<file path="config.mk">
export PLATFORM = sky130hd
export DESIGN_NAME = adc_avg_ctrl
export DESIGN_NICKNAME = d
export VERILOG_FILES = /design/src/rtl/adc_avg_ctrl.sv
export SDC_FILE = /design/constraint.sdc
export NUM_CORES = 1
export LEC_CHECK = 0
export BUFFER_PORTS_ARGS = -buffer_cell sky130_fd_sc_hd__clkbuf_2
export CORE_UTILIZATION = 55
export DETAILED_ROUTE_END_ITERATION = 8
export GPL_TIMING_DRIVEN = 1
export PLACE_DENSITY = 0.75
export SLEW_MARGIN = 40
export SYNTH_ARGS = -nofsm -noshare
export SYNTH_HDL_FRONTEND = slang
export SYNTH_SLANG_ARGS = --single-unit
</file>
<file path="constraint.sdc">
create_clock -name clk_i -period 4.1 [get_ports clk_i]
set_input_delay 0.41 -clock clk_i [delete_from_list [all_inputs] [get_ports clk_i]]
set_output_delay 0.41 -clock clk_i [all_outputs]
set_load 0.005 [all_outputs]
</file>
<file path="src/rtl/adc_avg_ctrl.sv">
// adc_avg_ctrl: capture sequencer for the pipelined ADC model.
//
// On an accepted start the block first lets the samples already in flight in the ADC
// pipeline drain (FLUSH). It then accumulates 2^n signed codes (ACC) and presents their
// floor average plus the number of overflow-flagged samples on a valid/ready port (DONE).
//
// Ports:
//   clk_i            clock shared with the ADC
//   rst_ni           synchronous active-low reset
//   start_i          capture request, accepted only when idle
//   abort_i          cancel a capture in FLUSH/ACC
//   avg_log2_i       averaging exponent, clamped to LOG2_MAX_AVG, latched on start
//   adc_code_i       two's-complement ADC output code
//   adc_ovfl_pos_i   ADC positive-overflow flag, aligned with the ADC input
//   adc_ovfl_neg_i   ADC negative-overflow flag, aligned with the ADC input
//   busy_o           capture in progress or result pending
//   result_o         signed floor average of the captured codes
//   ovfl_cnt_o       number of captured samples with either overflow flag set
//   result_valid_o   result_o/ovfl_cnt_o valid
//   result_ready_i   consumer accepts the result
module adc_avg_ctrl #(
    parameter int unsigned BITS         = 8,
    parameter int unsigned PIPE         = 5,
    parameter int unsigned LOG2_MAX_AVG = 4,
    parameter int unsigned AW           = $clog2(LOG2_MAX_AVG + 1)
) (
    input  logic                    clk_i,
    input  logic                    rst_ni,
    input  logic                    start_i,
    input  logic                    abort_i,
    input  logic [AW-1:0]           avg_log2_i,
    input  logic [BITS-1:0]         adc_code_i,
    input  logic                    adc_ovfl_pos_i,
    input  logic                    adc_ovfl_neg_i,
    output logic                    busy_o,
    output logic [BITS-1:0]         result_o,
    output logic [LOG2_MAX_AVG:0]   ovfl_cnt_o,
    output logic                    result_valid_o,
    input  logic                    result_ready_i
);

    localparam int unsigned ACW = BITS + LOG2_MAX_AVG;
    localparam int unsigned FW  = $clog2(PIPE);
    localparam int unsigned CW  = LOG2_MAX_AVG;

    typedef enum logic [1:0] {
        StIdle,
        StFlush,
        StAcc,
        StDone
    } state_e;

    state_e                   state_q, state_d;
    logic [AW-1:0]            n_q, n_d;
    logic [FW-1:0]            flush_cnt_q, flush_cnt_d;
    logic [CW-1:0]            smp_cnt_q, smp_cnt_d;
    logic signed [ACW-1:0]    acc_q, acc_d;
    logic [LOG2_MAX_AVG:0]    ovfl_acc_q, ovfl_acc_d;
    logic [BITS-1:0]          result_q, result_d;
    logic [LOG2_MAX_AVG:0]    ovfl_cnt_q, ovfl_cnt_d;
    logic [PIPE-1:0]          pos_dly_q, pos_dly_d;
    logic [PIPE-1:0]          neg_dly_q, neg_dly_d;

    logic                     flag_aligned;
    logic signed [ACW-1:0]    code_ext;
    logic signed [ACW-1:0]    acc_next;
    logic [LOG2_MAX_AVG:0]    ovfl_next;
    logic [AW-1:0]            n_clamped;

    // The flags leave the ADC input PIPE cycles before the matching code appears, so
    // they ride a delay line of the same depth; it runs in every state so the
    // alignment is already correct on the first ACC cycle.
    assign pos_dly_d    = {pos_dly_q[PIPE-2:0], adc_ovfl_pos_i};
    assign neg_dly_d    = {neg_dly_q[PIPE-2:0], adc_ovfl_neg_i};
    assign flag_aligned = pos_dly_q[PIPE-1] | neg_dly_q[PIPE-1];

    assign code_ext  = {{LOG2_MAX_AVG{adc_code_i[BITS-1]}}, adc_code_i};
    assign acc_next  = acc_q + code_ext;
    assign ovfl_next = ovfl_acc_q + {{LOG2_MAX_AVG{1'b0}}, flag_aligned};
    assign n_clamped = (avg_log2_i > AW'(LOG2_MAX_AVG)) ? AW'(LOG2_MAX_AVG) : avg_log2_i;

    always_comb begin
        state_d     = state_q;
        n_d         = n_q;
        flush_cnt_d = flush_cnt_q;
        smp_cnt_d   = smp_cnt_q;
        acc_d       = acc_q;
        ovfl_acc_d  = ovfl_acc_q;
        result_d    = result_q;
        ovfl_cnt_d  = ovfl_cnt_q;

        case (state_q)
            StIdle: begin
                // start together with abort is treated as no request
                if (start_i && !abort_i) begin
                    n_d         = n_clamped;
                    acc_d       = '0;
                    ovfl_acc_d  = '0;
                    flush_cnt_d = FW'(PIPE - 1);
                    state_d     = StFlush;
                end
            end
            StFlush: begin
                if (abort_i) begin
                    state_d = StIdle;
                end else if (flush_cnt_q == '0) begin
                    // 2^n - 1 without a wider intermediate; n == CW yields all ones
                    smp_cnt_d = ~({CW{1'b1}} << n_q);
                    state_d   = StAcc;
                end else begin
                    flush_cnt_d = flush_cnt_q - FW'(1);
                end
            end
            StAcc: begin
                if (abort_i) begin
                    state_d = StIdle;
                end else begin
                    acc_d      = acc_next;
                    ovfl_acc_d = ovfl_next;
                    if (smp_cnt_q == '0) begin
                        // arithmetic shift gives the floor average
                        result_d   = BITS'(acc_next >>> n_q);
                        ovfl_cnt_d = ovfl_next;
                        state_d    = StDone;
                    end else begin
                        smp_cnt_d = smp_cnt_q - CW'(1);
                    end
                end
            end
            StDone: begin
                if (result_ready_i) begin
                    state_d = StIdle;
                end
            end
            default: begin
                state_d = StIdle;
            end
        endcase
    end

    always_ff @(posedge clk_i) begin
        if (!rst_ni) begin
            state_q     <= StIdle;
            n_q         <= '0;
            flush_cnt_q <= '0;
            smp_cnt_q   <= '0;
            acc_q       <= '0;
            ovfl_acc_q  <= '0;
            result_q    <= '0;
            ovfl_cnt_q  <= '0;
            pos_dly_q   <= '0;
            neg_dly_q   <= '0;
        end else begin
            state_q     <= state_d;
            n_q         <= n_d;
            flush_cnt_q <= flush_cnt_d;
            smp_cnt_q   <= smp_cnt_d;
            acc_q       <= acc_d;
            ovfl_acc_q  <= ovfl_acc_d;
            result_q    <= result_d;
            ovfl_cnt_q  <= ovfl_cnt_d;
            pos_dly_q   <= pos_dly_d;
            neg_dly_q   <= neg_dly_d;
        end
    end

    assign busy_o         = (state_q != StIdle);
    assign result_valid_o = (state_q == StDone);
    assign result_o       = result_q;
    assign ovfl_cnt_o     = ovfl_cnt_q;

endmodule

</file>
==> flow_metrics.env <==
export IMPL_status="completed"
export IMPL_setup_tns_ns=0
export IMPL_startpoint="acc_q[0]"
export IMPL_path_clk_slew_ns=0.10
export IMPL_core_rowCount=27
export IMPL_start_util_pct=58.64
export IMPL_synth_edff_count=0
export IMPL_min_from="adc_ovfl_pos_i"
export IMPL_area_growth_pct=6.505
export IMPL_via_per_inst=6.206
export IMPL_drcViolationCount=0
export IMPL_drive_gt1_share_pct=14.25
export IMPL_stdcell_area_mm2=0.003523
export IMPL_swShare_pct=32.91
export IMPL_synth_area_mm2=0.003308
export IMPL_ys_seq_area_share_pct=31.47
export IMPL_path_max_fanout=4
export IMPL_wirelength_mm=8.044
export IMPL_die_area_mm2=0.006329
export IMPL_grt_pass1_wl_mm=13.30
export IMPL_required_ns=4.34
export IMPL_clockRootBuffer="clkbuf_8"
export IMPL_pin_count=33
export IMPL_p_switching_uw=371.9
export IMPL_grt_usage_pct=26.82
export IMPL_fin_skew_ns=0.008505
export IMPL_synth_area_leaders="dfxtp_1 (31%), ha_1 (6.1%), nor2_1 (5.7%)"
export IMPL_dpl_hpwl_mm=5.836
export IMPL_clkPwrFrac_pct=27.8
export IMPL_max_freq_mhz=371.9
export IMPL_die_h_um=79.56
export IMPL_placed_area_mm2=0.003427
export IMPL_first_pass_iters=5
export IMPL_cts_buffers=5
export IMPL_holdBufCountCts=0
export IMPL_grt_max_degree=32
export IMPL_internal_power_uw=758.1
export IMPL_synth_async_reset_ratio_pct=0
export IMPL_synth_top_area_share_pct=31.47
export IMPL_die_w_um=79.56
export IMPL_wl_per_cell_um=16.09
export IMPL_overflow=0
export IMPL_first_iter_violations=243
export IMPL_place_gp_congestion=0.9722
export IMPL_combPwrFrac_pct=23.5
export IMPL_fin_crit_ns=2.689
export IMPL_cts_resized=0
export IMPL_fin_crit_sh_pct=65.59
export IMPL_final_nets=462
export IMPL_post_cts_buffers=0
export IMPL_rsz0062_at_grt="no"
export IMPL_grt_pass1_vias=2766
export IMPL_hold_path_class="primary input to register"
export IMPL_hold_path_depth=2
export IMPL_crit_reg2reg_launch="acc_q[0]"
export IMPL_ff_latch_area_mm2=0.001041
export IMPL_finalSetupViolations=0
export IMPL_power_density_mw_per_mm2=320.7
export IMPL_worstSetupPathType="register to register"
export IMPL_netlist_instances=410
export IMPL_startpoint_type="register"
export IMPL_cp_arrival_ns=2.92
export IMPL_fill_cells=513
export IMPL_drv_slew=0
export IMPL_p_leak_nw=1.466
export IMPL_final_common_cell="dfxtp_1"
export IMPL_syn_avg_cell_area_um2=8.069
export IMPL_synthDistinctLibCells=59
export IMPL_end_kind="register"
export IMPL_dpl_worst_slack_ns=1.223
export IMPL_num_antenna_cells=0
export IMPL_cts_tree="done"
export IMPL_coreArea_mm2=0.005642
export IMPL_layout_setup_ws_ns=1.411
export IMPL_final_cell_mix="dfxtp_1 (52), nor2_1 (50), clkbuf_2 (32)"
export IMPL_final_hold_violation_count=0
export IMPL_clk_path_buf_depth=2
export IMPL_syn_nets=445
export IMPL_ir_worst_vdd_uv=281.6
export IMPL_total_power_mw=1.130
export IMPL_yosys_area_top_type="dfxtp_1"
export IMPL_htreeDepth=2
export IMPL_multi_input_area_mm2=0.002061
export IMPL_postRouteAntennaNets=0
export IMPL_worstRegToRegCells=9
export IMPL_maxCapViolations=0
export IMPL_slew_headroom_pct=50.83
export IMPL_worst_pin_slew_ns=0.7298
export IMPL_vias=3103
export IMPL_clock_sinks=52
export IMPL_seq_power_share_pct=48.7
export IMPL_synth_ff_type="dfxtp_1"
export IMPL_ys_warn_count=0
export IMPL_ys_seq_elements=52
export IMPL_antenna_found_initial=0
export IMPL_port_buffers=32
export IMPL_worstSkewPairLatency_ns=0.32
export IMPL_worst_hold_slack_ns=0.2923
[logic make-up after synthesis]
group,Yosys count,share of synthesized area (%)
AND/OR/NAND/NOR,153,22.35
multiplexers,13,4.085
adder cells (fa/ha/maj),17,6.657
XOR/XNOR,13,3.442
flip-flops,52,31.47
buffers and inverters,38,6.241
AO/OA/AOI/OAI,124,25.76
[synth_stat cells (5+ instances only)]
library cell / n
dfxtp_1: 52
nor2_1: 50
a21oi_1: 30
nand2_1: 26
o21ai_0: 23
nor3_1: 17
ha_1: 16
nand3_1: 16
and2_1: 15
a22oi_1: 13
mux2i_1: 12
clkbuf_1: 11
a211oi_1: 10
inv_1: 10
a21o_1: 8
xnor2_1: 8
buf_2: 7
o211ai_1: 7
a31oi_1: 5
buf_6: 5
nor2b_1: 5
xor2_1: 5
[path summary, 6_finish.rpt]
path	end	slack, ns
worst max-delay path	result_o[6]	1.41
worst min-delay path	pos_dly_q[0]	0.29
worst max register to register	result_o[6]	1.41
worst min register to register	pos_dly_q[3]	0.44
[final cells by class]
type / instances / area share (%)
Tap cell: 72 / 2.557
Multi-Input combinational cell: 320 / 58.49
Inverter: 12 / 1.278
Sequential cell: 52 / 29.55
Clock inverter: 3 / 0.7812
Timing Repair Buffer: 36 / 5.398
Clock buffer: 5 / 1.953
[layer usage]
layer  GRT usage, %  vias to the layer above  share of wire (%)
met4          7.091                        0                1.5
met3          4.800                       13                5.2
met5              0                        -                  0
met1          37.67                     1461                 48
met2          41.97                       94                 45
li1               -                     1535                  -
[state kept, by name, summed over array words and instances, names as in the netlist, 4 cells and up]
register and flops:
acc_q 12, neg_dly_q 5, ovfl_acc_q 5, ovfl_cnt_o 5, pos_dly_q 5, result_o 8
smp_cnt_q 4
[power groups by stage]
stage	Sequential, mW	Combinational, mW	Clock [mW]
floorplan	0.548	0.214	0
global placement	0.560	0.257	0
detailed placement	0.561	0.261	0
CTS	0.549	0.263	0.319
global route	0.553	0.293	0.340
finish	0.550	0.266	0.314
[stage by stage]
step | utilization, % | instances
6_report | 62.45 | 500
2_1_floorplan | - | 410
5_1_grt | 62.45 | 500
3_3_place_gp | 60.75 | 492
3_5_place_dp | 60.75 | 492
4_1_cts | 62.45 | 500
[critical path, cell delays in order (launching register included)]
cell	delay, ns
dfxtp_1	0.33
ha_1	0.23
fa_1	0.43
a21o_1	0.21
a221oi_2	0.39
xnor2_1	0.25
nor2_1	0.10
a211oi_1	0.28
o32ai_1	0.13
a211oi_1	0.25
Power figures use the tool's default switching activity.
